### config.mk
export PLATFORM = sky130hd
export DESIGN_NAME = sccb_master
export DESIGN_NICKNAME = d
export VERILOG_FILES = /design/src/rtl/sccb_master_pkg.sv /design/src/rtl/sccb_master_shifter.sv /design/src/rtl/sccb_master.sv
export SDC_FILE = /design/constraint.sdc
export NUM_CORES = 1
export LEC_CHECK = 0
export CAP_MARGIN = 10
export CORE_UTILIZATION = 35
export DETAILED_ROUTE_END_ITERATION = 6
export HOLD_SLACK_MARGIN = 0.06
export PLACE_DENSITY = 0.62
export SKIP_LAST_GASP = 1
export SLEW_MARGIN = 20
export SYNTH_ARGS = -nofsm -noshare
export SYNTH_HDL_FRONTEND = slang
export SYNTH_SLANG_ARGS = --single-unit
export TNS_END_PERCENT = 100
### constraint.sdc
create_clock -name CLK -period 5.2 [get_ports CLK]
set_input_delay 0.78 -clock CLK [delete_from_list [all_inputs] [get_ports CLK]]
set_output_delay 0.78 -clock CLK [all_outputs]
set_load 0.005 [all_outputs]
### src/rtl/sccb_master_pkg.sv
// Shared definitions for the SCCB write master.
// Holds the FSM state encoding, the frame timing constants and a helper that
// assembles the 27-slot serial frame (three bytes, each followed by an ack slot).
package sccb_master_pkg;

  typedef enum logic [1:0] {
    ST_IDLE  = 2'd0,
    ST_START = 2'd1,
    ST_BITS  = 2'd2,
    ST_STOP  = 2'd3
  } state_t;

  localparam int QUARTERS    = 4;
  localparam int SLOTS       = 27;
  localparam int START_TICKS = 2;
  localparam int STOP_TICKS  = 3;

  localparam logic [1:0] Q_LAST     = 2'(QUARTERS - 1);
  localparam logic [4:0] SLOT_LAST  = 5'(SLOTS - 1);
  localparam logic [1:0] START_LAST = 2'(START_TICKS - 1);
  // Quarter-counter value parked in STOP once the last STOP tick has been issued.
  localparam logic [1:0] STOP_DONE  = 2'(STOP_TICKS);

  // Ack slots sit after each byte; a 1 in this mask marks them.
  localparam logic [26:0] ACK_MASK = {8'h00, 1'b1, 8'h00, 1'b1, 8'h00, 1'b1};

  // Serial frame, MSB first; ack slot positions carry 1 (bus released).
  function automatic logic [26:0] frame_bits(input logic [7:0] id,
                                             input logic [7:0] addr,
                                             input logic [7:0] data);
    return {id, 1'b1, addr, 1'b1, data, 1'b1};
  endfunction

endpackage

### src/rtl/sccb_master_shifter.sv
// sccb_shifter: 27-bit loadable shift register for the SCCB frame.
// Ports:
//   clk     - system clock
//   load    - load a new frame from id/addr/data
//   shift   - advance to the next slot
//   id/addr/data - bytes of the frame
//   bit_out - value of the current slot (MSB of the register)
//   is_ack  - current slot is an ack slot
module sccb_shifter
  import sccb_master_pkg::*;
(
  input  logic       clk,
  input  logic       load,
  input  logic       shift,
  input  logic [7:0] id,
  input  logic [7:0] addr,
  input  logic [7:0] data,
  output logic       bit_out,
  output logic       is_ack
);

  logic [26:0] bits_r;
  logic [26:0] mask_r;

  // Frame and ack-marker registers; loaded on accept, shifted once per slot.
  always_ff @(posedge clk) begin
    if (load) begin
      bits_r <= frame_bits(id, addr, data);
      mask_r <= ACK_MASK;
    end else if (shift) begin
      bits_r <= {bits_r[25:0], 1'b1};
      mask_r <= {mask_r[25:0], 1'b0};
    end
  end

  assign bit_out = bits_r[26];
  assign is_ack  = mask_r[26];

endmodule

### src/rtl/sccb_master.sv
// sccb_master: three-phase SCCB write master (ID, sub-address, data).
// Ports:
//   CLK     - system clock, rising edge
//   RST     - synchronous active-high reset
//   iTICK   - quarter-SCL-period enable pulse
//   iSTART  - transfer request, accepted only when idle
//   iID/iADDR/iDATA - bytes sent MSB first, each followed by an ack slot
//   iSDA    - SDA pad level, sampled in ack slots
//   oSCL    - SCL level
//   oSDA_OE - 1 pulls SDA low, 0 releases it
//   oBUSY   - transfer in progress
//   oDONE   - one-cycle completion pulse
//   oNACK   - some ack slot of the last transfer saw SDA high
// Parameter STOP_ON_NACK: a NACK jumps straight to STOP after its ack slot.
module sccb_master
  import sccb_master_pkg::*;
#(
  parameter bit STOP_ON_NACK = 1'b0
) (
  input  logic       CLK,
  input  logic       RST,
  input  logic       iTICK,
  input  logic       iSTART,
  input  logic [7:0] iID,
  input  logic [7:0] iADDR,
  input  logic [7:0] iDATA,
  input  logic       iSDA,
  output logic       oSCL,
  output logic       oSDA_OE,
  output logic       oBUSY,
  output logic       oDONE,
  output logic       oNACK
);

  state_t     state_r, state_nxt_s;
  logic [1:0] q_r, q_nxt_s;
  logic [4:0] slot_r, slot_nxt_s;
  logic       scl_r, scl_nxt_s;
  logic       oe_r, oe_nxt_s;
  logic       busy_r, busy_nxt_s;
  logic       done_r, done_nxt_s;
  logic       nack_r, nack_nxt_s;
  logic       load_s, shift_s;
  logic       bit_s, is_ack_s;

  sccb_shifter u_shifter (
    .clk     (CLK),
    .load    (load_s),
    .shift   (shift_s),
    .id      (iID),
    .addr    (iADDR),
    .data    (iDATA),
    .bit_out (bit_s),
    .is_ack  (is_ack_s)
  );

  // State, counters and registered bus/status outputs.
  always_ff @(posedge CLK) begin
    if (RST) begin
      state_r <= ST_IDLE;
      q_r     <= 2'd0;
      slot_r  <= 5'd0;
      scl_r   <= 1'b1;
      oe_r    <= 1'b0;
      busy_r  <= 1'b0;
      done_r  <= 1'b0;
      nack_r  <= 1'b0;
    end else begin
      state_r <= state_nxt_s;
      q_r     <= q_nxt_s;
      slot_r  <= slot_nxt_s;
      scl_r   <= scl_nxt_s;
      oe_r    <= oe_nxt_s;
      busy_r  <= busy_nxt_s;
      done_r  <= done_nxt_s;
      nack_r  <= nack_nxt_s;
    end
  end

  // Next-state and next-output logic; outside IDLE everything waits for iTICK
  // except the final STOP-to-IDLE step, which happens on the very next CLK.
  always_comb begin
    state_nxt_s = state_r;
    q_nxt_s     = q_r;
    slot_nxt_s  = slot_r;
    scl_nxt_s   = scl_r;
    oe_nxt_s    = oe_r;
    busy_nxt_s  = busy_r;
    done_nxt_s  = 1'b0;
    nack_nxt_s  = nack_r;
    load_s      = 1'b0;
    shift_s     = 1'b0;
    case (state_r)
      ST_IDLE: begin
        scl_nxt_s  = 1'b1;
        oe_nxt_s   = 1'b0;
        busy_nxt_s = 1'b0;
        q_nxt_s    = 2'd0;
        slot_nxt_s = 5'd0;
        if (iSTART) begin
          load_s      = 1'b1;
          busy_nxt_s  = 1'b1;
          nack_nxt_s  = 1'b0;
          state_nxt_s = ST_START;
        end else begin
          state_nxt_s = ST_IDLE;
        end
      end
      ST_START: begin
        if (iTICK) begin
          if (q_r == START_LAST) begin
            scl_nxt_s   = 1'b0;
            q_nxt_s     = 2'd0;
            slot_nxt_s  = 5'd0;
            state_nxt_s = ST_BITS;
          end else begin
            // SDA falls while SCL is still high: the START condition.
            scl_nxt_s = 1'b1;
            oe_nxt_s  = 1'b1;
            q_nxt_s   = q_r + 2'd1;
          end
        end else begin
          state_nxt_s = ST_START;
        end
      end
      ST_BITS: begin
        if (iTICK) begin
          case (q_r)
            2'd0: begin
              // SDA only moves here, while SCL is low.
              scl_nxt_s = 1'b0;
              oe_nxt_s  = is_ack_s ? 1'b0 : ~bit_s;
              q_nxt_s   = 2'd1;
            end
            2'd1: begin
              scl_nxt_s = 1'b1;
              q_nxt_s   = 2'd2;
            end
            2'd2: begin
              scl_nxt_s = 1'b1;
              if (is_ack_s && iSDA) begin
                nack_nxt_s = 1'b1;
              end else begin
                nack_nxt_s = nack_r;
              end
              q_nxt_s = Q_LAST;
            end
            default: begin
              scl_nxt_s = 1'b0;
              q_nxt_s   = 2'd0;
              // nack_r already reflects this slot's sample taken at q2.
              if ((slot_r == SLOT_LAST) || (STOP_ON_NACK && is_ack_s && nack_r)) begin
                state_nxt_s = ST_STOP;
              end else begin
                slot_nxt_s = slot_r + 5'd1;
                shift_s    = 1'b1;
              end
            end
          endcase
        end else begin
          state_nxt_s = ST_BITS;
        end
      end
      ST_STOP: begin
        if (q_r == STOP_DONE) begin
          state_nxt_s = ST_IDLE;
          busy_nxt_s  = 1'b0;
          done_nxt_s  = 1'b1;
          q_nxt_s     = 2'd0;
        end else if (iTICK) begin
          case (q_r)
            2'd0: begin
              scl_nxt_s = 1'b0;
              oe_nxt_s  = 1'b1;
              q_nxt_s   = 2'd1;
            end
            2'd1: begin
              scl_nxt_s = 1'b1;
              q_nxt_s   = 2'd2;
            end
            default: begin
              // SDA rises while SCL is high: the STOP condition.
              oe_nxt_s = 1'b0;
              q_nxt_s  = STOP_DONE;
            end
          endcase
        end else begin
          state_nxt_s = ST_STOP;
        end
      end
      default: begin
        state_nxt_s = ST_IDLE;
      end
    endcase
  end

  assign oSCL    = scl_r;
  assign oSDA_OE = oe_r;
  assign oBUSY   = busy_r;
  assign oDONE   = done_r;
  assign oNACK   = nack_r;

endmodule

[Word level (Yosys, flattened, before mapping)]
Cells that the tools add are included.
Storage, ports and cells
  ROM bits: 0
  logic and storage cells: 115
  bits in writable memories: 0
  memories kept: 0
  bits of input ports: 29
  register bits after elaboration: 67
  output and inout bits: 5
  bits in latches: 0
Cells by class
  shift-type cells: 0
  div/mod/pow operators: 0
  $lt $le $gt $ge: 0
  muxes and demuxes: 56
  reduce and logical (&&, ||, !) cells: 17
  eq/ne operators: 27
  $add $sub $neg: 2
  bitwise gates (word level): 2
  $mul: 0
Operators with widths (count)
  27-bit 2-to-1 mux: 2
  1-bit 2-to-1 mux: 26
  2-bit != test (second input constant): 13
  5-bit 2-to-1 mux: 5
  2-bit 2-to-1 mux: 12
  3-bit != test (second input constant): 6
  2-bit case mux with 4 select lines: 2
  5-bit case mux with 3 select lines: 1
  5-bit AND reduction: 2
  2-bit equality test (second input constant): 4
  1-bit case mux with 2 select lines: 4
  1-bit case mux with 4 select lines: 2
  7-bit AND reduction: 1
  2-bit case mux with 3 select lines: 1
  6-bit AND reduction: 1
  2-bit nonzero test: 3
  5-bit by 1-bit adder with 5-bit output (second input constant): 1
  5-bit equality test (second input constant): 1
  2-bit by 1-bit equality test with 1-bit output (second input constant): 2
  2-bit logical NOT: 2
  2-bit case mux with 2 select lines: 1
  4-bit AND reduction: 1
  2-bit OR reduction: 2
  3-bit AND reduction: 1
  7 further kinds: 8

[Logic depth before layout (Yosys ltp)]
Gate-level depths: netlist of the first run.
  word-level depth: 7
  mapped depth: 8
  gate-level depth less buffers: 6

[By module]
Synthesis of the first run repeated with hierarchy kept, for this count alone.
Second synthesis, totals
  cell total of the unflattened synthesis: 264
  area, all modules: 2984.1 um^2
By module, submodules not included
  sccb_shifter: seq. area each 1301.2 um^2, area an instance 2054.5 um^2, times used 1, cells each 155
  sccb_master: seq. area each 280.3 um^2, area an instance 929.6 um^2, times used 1, cells each 109

[Worst setup path before layout of the first run]
Ideal clock, no wire load.
  path type: input to register
  start: input port iTICK
  end: register u_shifter.bits_r[10], enable pin
  required time: 4.819 ns
  arrival: 1.984 ns
  setup time: 0.381 ns
  setup slack: 2.835 ns
  cell stages on the path: 5
  path through: buf_6 and3b_4 nand3_2 clkbuf_1 nand2_1
On the way
  word-level cells in the longest chain between the ends: 3
RTL lines
  start, declared: RTL line sccb_master.sv:22  | input logic iTICK,
  1-bit 2-to-1 mux: RTL line sccb_master.sv:127  | if (iTICK) begin
  1-bit 2-to-1 mux: RTL line sccb_master.sv:93  | case (state_r)
  2-bit nonzero test (no line)
  end signal, assigned: RTL line sccb_master_shifter.sv:28  | bits_r <= frame_bits(id, addr, data);
  end signal, assigned: RTL line sccb_master_shifter.sv:31  | bits_r <= {bits_r[25:0], 1'b1};
  end, declared: RTL line sccb_master_shifter.sv:22  | logic [26:0] bits_r;
No other way between the ends.
A chain may end at the register's enable or synchronous reset.

[Worst setup path after layout of the first run]
  start: input port iTICK
  end: register u_shifter.bits_r[1], enable pin
Same word-level chain as after synthesis.

==> results of run 1 <==
[sequential cells by signal (all words and copies together), names as in the netlist]
name              cells
u_shifter.mask_r     27
oDONE                 1
oNACK                 1
oSCL                  1
oSDA_OE               1
oBUSY                 1
q_r                   2
u_shifter.bits_r     26
slot_r                5
state_r               2
[path summary, 6_finish.rpt]
path                       startpoint                    to  cells after the start
setup / recovery                iTICK   u_shifter.bits_r[1]                      4
hold reg to reg   u_shifter.mask_r[9]  u_shifter.mask_r[10]                      2
setup reg to reg           state_r[1]   u_shifter.bits_r[1]                      3
hold / removal    u_shifter.mask_r[9]  u_shifter.mask_r[10]                      2
[logic make-up (layout without fill, tap and decap cells)]
family	Yosys count	after routing	share of synthesized area, %
adder cells (fa/ha/maj)	6	6	2.60
AND/OR/NAND/NOR	133	133	21.9
AO/OA/AOI/OAI	52	52	14.3
buffers and inverters	26	56	5.34
multiplexers	2	2	0.694
flip-flops	67	67	54.9
XOR/XNOR	1	1	0.304
[routing by layer]
| metal | vias up | wire length, microns | global-route usage, % |
|---|---|---|---|
| met4 | 0 | 69 | 5.38 |
| met5 | - | 0 | 0 |
| met2 | 27 | 2530 | 20.8 |
| met3 | 6 | 205 | 4.76 |
| li1 | 1072 | - | - |
| met1 | 1030 | 2690 | 18.3 |
[metrics by stage]
| step | cells | total power (W) |
|---|---|---|
| after global placement | 403 | 0.000659 |
| final | 419 | 0.00106 |
| after detailed placement | 403 | 0.000660 |
| after floorplan | 287 | 0.000624 |
| after CTS | 419 | 0.00107 |
| after global routing | 419 | 0.00110 |
[worst min-delay path, stage by stage (launching register included)]
cell and delay, ps:
dfxtp_1 310, nand2_1 50, nand2_1 40
[final cells by class]
cell class	instances	area [sq um]	area share, %
flip-flops and latches	67	1580	46.5
multi-input cells	194	1150	33.8
repair buffers	33	330	9.72
clock buffers	10	128	3.76
well taps	102	128	3.76
clock inverters	6	56.3	1.66
inverters	7	26.3	0.773
[placed cells by master (no fill, tap or decap), types with 2 or more instances in the layout]
cell / netlist / final
nand2_1: 68 / 68
nor2_1: 11 / 11
nor4_1: 2 / 2
o31ai_1: 2 / 2
ha_1: 6 / 6
a211oi_1: 2 / 2
dfxtp_1: 43 / 43
o21ai_0: 7 / 7
mux2i_1: 2 / 2
nand4_1: 2 / 2
clkinv_2: 0 / 3
and3_1: 3 / 3
a211o_1: 2 / 2
nand2b_1: 4 / 4
clkbuf_8: 0 / 9
nor3_1: 5 / 5
edfxtp_1: 24 / 24
a22o_1: 23 / 23
a31oi_1: 2 / 2
nand3_1: 29 / 29
a41oi_1: 2 / 2
a21oi_1: 2 / 2
inv_1: 6 / 6
clkdlybuf4s50_1: 0 / 33
[power by group through the flow]
stage / clock, W / combinational (W) / sequential [W]
2_1_floorplan: 0 / 0.0000449 / 0.000579
3_3_place_gp: 0 / 0.0000766 / 0.000582
3_5_place_dp: 0 / 0.0000772 / 0.000582
4_1_cts: 0.000420 / 0.0000776 / 0.000571
5_1_grt: 0.000441 / 0.0000844 / 0.000573
6_report: 0.000409 / 0.0000765 / 0.000571
==> results.cfg, run 1 <==
[power]
internal_power_w = 0.000818
sequentialPowerShare_pct = 54.1
power_frac_clock_pct = 38.7
leakagePower_nw = 1.40
ir_worst_vdd_mv = 0.183
power.density_nw_per_um2 = 311
combPwrFrac_pct = 7.2
p_sw_w = 0.000238
switching_share_pct = 22.5

[logic_synthesis]
netlist_top_cells_area = dfxtp_1 30%, edfxtp_1 25%, nand2_1 8.9%
synthFlopType = dfxtp_1
synth.avg_cell_area_sq_um = 10.0
synth-edff-count = 24
syn_nets = 322
yosysWarnings = 0
yosysUniqueCellTypes = 47
async_flop_share_pct = 0
yosysTopAreaCell = dfxtp_1
syn_inst = 287
syn_area_sq_um = 2880
synth_seq_cells = 67
ys_top_cells_by_count = 68 x nand2_1, 43 x dfxtp_1, 29 x nand3_1, 24 x edfxtp_1, 23 x a22o_1
yosysMostFrequentCell = nand2_1
synth-seq-area-share_pct = 54.9
yosysTopAreaCellShare_pct = 29.9

[final_layout]
final_core_util_pct = 43.3
final_cell_area_sq_um = 3400
nets = 347
diodes = 0
n_fill_cell = 768
synthToLayoutAreaGrowth_pct = 17.9
drive_gt1_share_pct = 7.26

[outcome]
run_status = finished clean

[critical_path]
path_cells = clkdlybuf4s50_1 -> and3b_4 -> nand3_2 -> nand2_1
reg2reg_slack_ps = 2280
critical-path-slowest-cell = nand2_1
crit_buf_inv = 1
arrival_ps = 3260
crit_family = simple AND/OR/NAND/NOR gates
worstSetupPathType = input port to register
cp_max_fo = 35
max_stage_delay_ps = 1000
end_kind = register
cp-start-kind = input port
cp.required_ps = 5160

[global_routing]
track_usage_pct = 13.9
grt_pass1_vias = 1929
antenna_found_initial = 0
gr-total-overflow = 0
grt_start_max_net_pins = 53
grt_pass1_wl_mm = 9.22

[clock_network]
path_clk_slew_ps = 70
cts_root_buffer = clkbuf_8
ctsResizeCount = 0
cts.path.max_buffers = 2
holdBufCountCts = 0
insertion_delay_ps = 350
cts_tree = yes
cts_buffers = 9
cts_num_sinks = 67
htreeDepth = 3
cts_setup_buffers = 0

[routing]
drt-initial-drc-count = 120
wl_per_cell_microns = 13.1
finalWirelength_mm = 5.49
antenna_left = 0
vias = 2135
firstDrtPassIters = 4
drc = 0
avgViaCountPerCell = 5.10

[timing]
final.period_utilization_pct = 63.4
min_period_ps = 3300
final-max-slew-violation-count = 0
tns_ps = 0
worstMarginPinSlew_ps = 983
worst_slack_ps = 1900
rsz0062_at_grt = no
finalSetupViolations = 0
finClkSkew_ps = 10.5
hold_ws_ps = 436
max_slew_margin_pct = 34.3
fmax_mhz = 303
finalHoldViolations = 0

[floorplan]
fp.coreArea_sq_um = 7850
start_util_pct = 36.7
row_count = 32
ios = 34
die_w_microns = 92.8
die_area_sq_um = 8600
fp.dieH_microns = 92.8

[run]
drv_cap = 0

[place]
placed_area_sq_um = 3210
gp_congestion = 0.772
pre_cts_ws_ps = 1510
dp_hpwl_mm = 3.33
portBuffers = 33

[hold_path]
hold_class = register to register
Power figures use the tool's default switching activity.
==> run 2: changes to the inputs <==
--- a/config.mk
+++ b/config.mk
@@ -9,7 +9,7 @@
 export CORE_UTILIZATION = 35
 export DETAILED_ROUTE_END_ITERATION = 6
 export HOLD_SLACK_MARGIN = 0.06
-export PLACE_DENSITY = 0.62
+export PLACE_DENSITY = 0.64
 export SKIP_LAST_GASP = 1
 export SLEW_MARGIN = 20
 export SYNTH_ARGS = -nofsm -noshare
==> constraint.sdc (replaced) <==
create_clock -name CLK -period 3.01 [get_ports CLK]
set_input_delay 0.4515 -clock CLK [delete_from_list [all_inputs] [get_ports CLK]]
set_output_delay 0.4515 -clock CLK [all_outputs]
set_load 0.005 [all_outputs]
==> results.cfg, run 2 (synthesis gave the netlist of run 1 again) <==
[power]
power.density_nw_per_um2 = 530
ir_worst_vdd_mv = 0.407
internal_power_w = 0.00142
leakagePower_nw = 1.42
switching_share_pct = 22.0
power_frac_clock_pct = 38.2
power_w = 0.00182
sequentialPowerShare_pct = 54.3
combPwrFrac_pct = 7.5
p_sw_w = 0.000401

[clock_network]
cts_num_sinks = 67
cts_buffers = 9
holdBufCountCts = 0
insertion_delay_ps = 330
cts_setup_buffers = 0
ctsResizeCount = 0
cts_root_buffer = clkbuf_8
path_clk_slew_ps = 70
cts.path.max_buffers = 2
htreeDepth = 3
cts_tree = yes

[final_layout]
nets = 352
n_fill_cell = 750
synthToLayoutAreaGrowth_pct = 19.1
diodes = 0
reg_top3 = u_shifter.mask_r x27, u_shifter.bits_r x26, slot_r x5
final_cell_mix = 68 x nand2_1, 43 x dfxtp_1, 33 x clkdlybuf4s50_1, 29 x nand3_1, 24 x edfxtp_1
top_register = u_shifter.mask_r
largest_reg_flops = 27
final_core_util_pct = 43.8
final_common_cell = nand2_1
drive_gt1_share_pct = 8.39

[critical_path]
reg2reg_slack_ps = 1070
r2r-start = state_r[1]
cp.required_ps = 3210
ff2ff_path_depth = 3
cp_max_fo = 52
worstSetupEndpoint = u_shifter.bits_r[5]
arrival_ps = 2210
cp-start-kind = input port
rr_endpoint = u_shifter.bits_r[5]
end_kind = register
worstSetupPathType = input port to register
critPathLaunch = iTICK

[timing]
max_slew_margin_pct = 62.6
final-max-slew-violation-count = 0
finClkSkew_ps = 11.7
finalHoldViolations = 0
finalSetupViolations = 0
min_period_ps = 2010
fmax_mhz = 498
worstMarginPinSlew_ps = 560
final.period_utilization_pct = 66.8
tns_ps = 0
hold_ws_ps = 428
rsz0062_at_grt = no

[floorplan]
die_w_microns = 92.8
fp.dieH_microns = 92.8
row_count = 32
fp.coreArea_sq_um = 7850
start_util_pct = 36.7
die_area_sq_um = 8600
ios = 34

[routing]
avgViaCountPerCell = 5.02
antenna_left = 0
vias = 2127
wl_per_cell_microns = 12.9
drc = 0
drt-initial-drc-count = 114
firstDrtPassIters = 6
finalWirelength_mm = 5.45

[place]
dp_hpwl_mm = 3.54
portBuffers = 33
gp_congestion = 0.837

[global_routing]
track_usage_pct = 13.2
gr-total-overflow = 0
grt_pass1_wl_mm = 9.03
grt_pass1_vias = 2011
grt_start_max_net_pins = 53
antenna_found_initial = 0

[hold_path]
hold_class = register to register

[outcome]
run_status = finished clean

[run]
drv_cap = 0
-- run 2: cell count changes in the layout (fill, tap and decap cells not counted) --
cell / previous run / this run
buf_4: 0 / 5
and2_1: 0 / 1
and2_2: 1 / 0
-- run 2: how the worst min path moves through the flow --
stage	startpoint	end	slack [ps]	depth (start not counted)
floorplan	u_shifter.bits_r[8]	u_shifter.bits_r[9]	410	2
global placement	u_shifter.bits_r[8]	u_shifter.bits_r[9]	420	2
detailed placement	u_shifter.bits_r[8]	u_shifter.bits_r[9]	420	2
CTS	u_shifter.mask_r[24]	u_shifter.mask_r[25]	430	2
global route	u_shifter.mask_r[21]	u_shifter.mask_r[22]	460	2
finish	u_shifter.mask_r[24]	u_shifter.mask_r[25]	430	2
-- run 2: final cells by class --
type                       count  area (sq um)  area share (%)
inverter                       7          26.3           0.765
multi-input combinational    194          1150            33.4
tap                          102           128            3.72
sequential                    67          1580            46.0
clock inverter                 6          56.3            1.64
timing repair buffer          38           368            10.7
clock buffer                  10           128            3.72
-- run 2: power by group through the flow --
stage	Combinational, W	Sequential (W)	Clock [W]
after floorplan	0.0000776	0.00100	0
after global placement	0.000136	0.00101	0
after detailed placement	0.000138	0.00101	0
after CTS	0.000138	0.000987	0.000712
after global routing	0.000150	0.000990	0.000749
final	0.000137	0.000988	0.000695
-- run 2: per-layer routing --
metal  up-vias  global-route usage [%]  share of wire, %  routed length [microns]
met1      1011                    16.9                49                     2660
met5         -                       0                 0                        0
met3         0                    4.93               4.7                      257
li1       1078                       -                 -                        -
met2        38                    21.0                47                     2540
met4         0                    2.82                 0                        0
-- run 2: worst max-delay path: stages --
cell and delay, ps:
clkdlybuf4s50_1 680, and3b_4 280, and3_4 560, a22o_1 240
-- run 2: through the flow --
stage	area (sq um)	worst slack (ps)	cells
2_1_floorplan	2880	973	287
6_report	3430	1000	424
5_1_grt	3430	929	424
3_5_place_dp	3250	680	408
3_3_place_gp	3250	727	408
4_1_cts	3430	1030	424
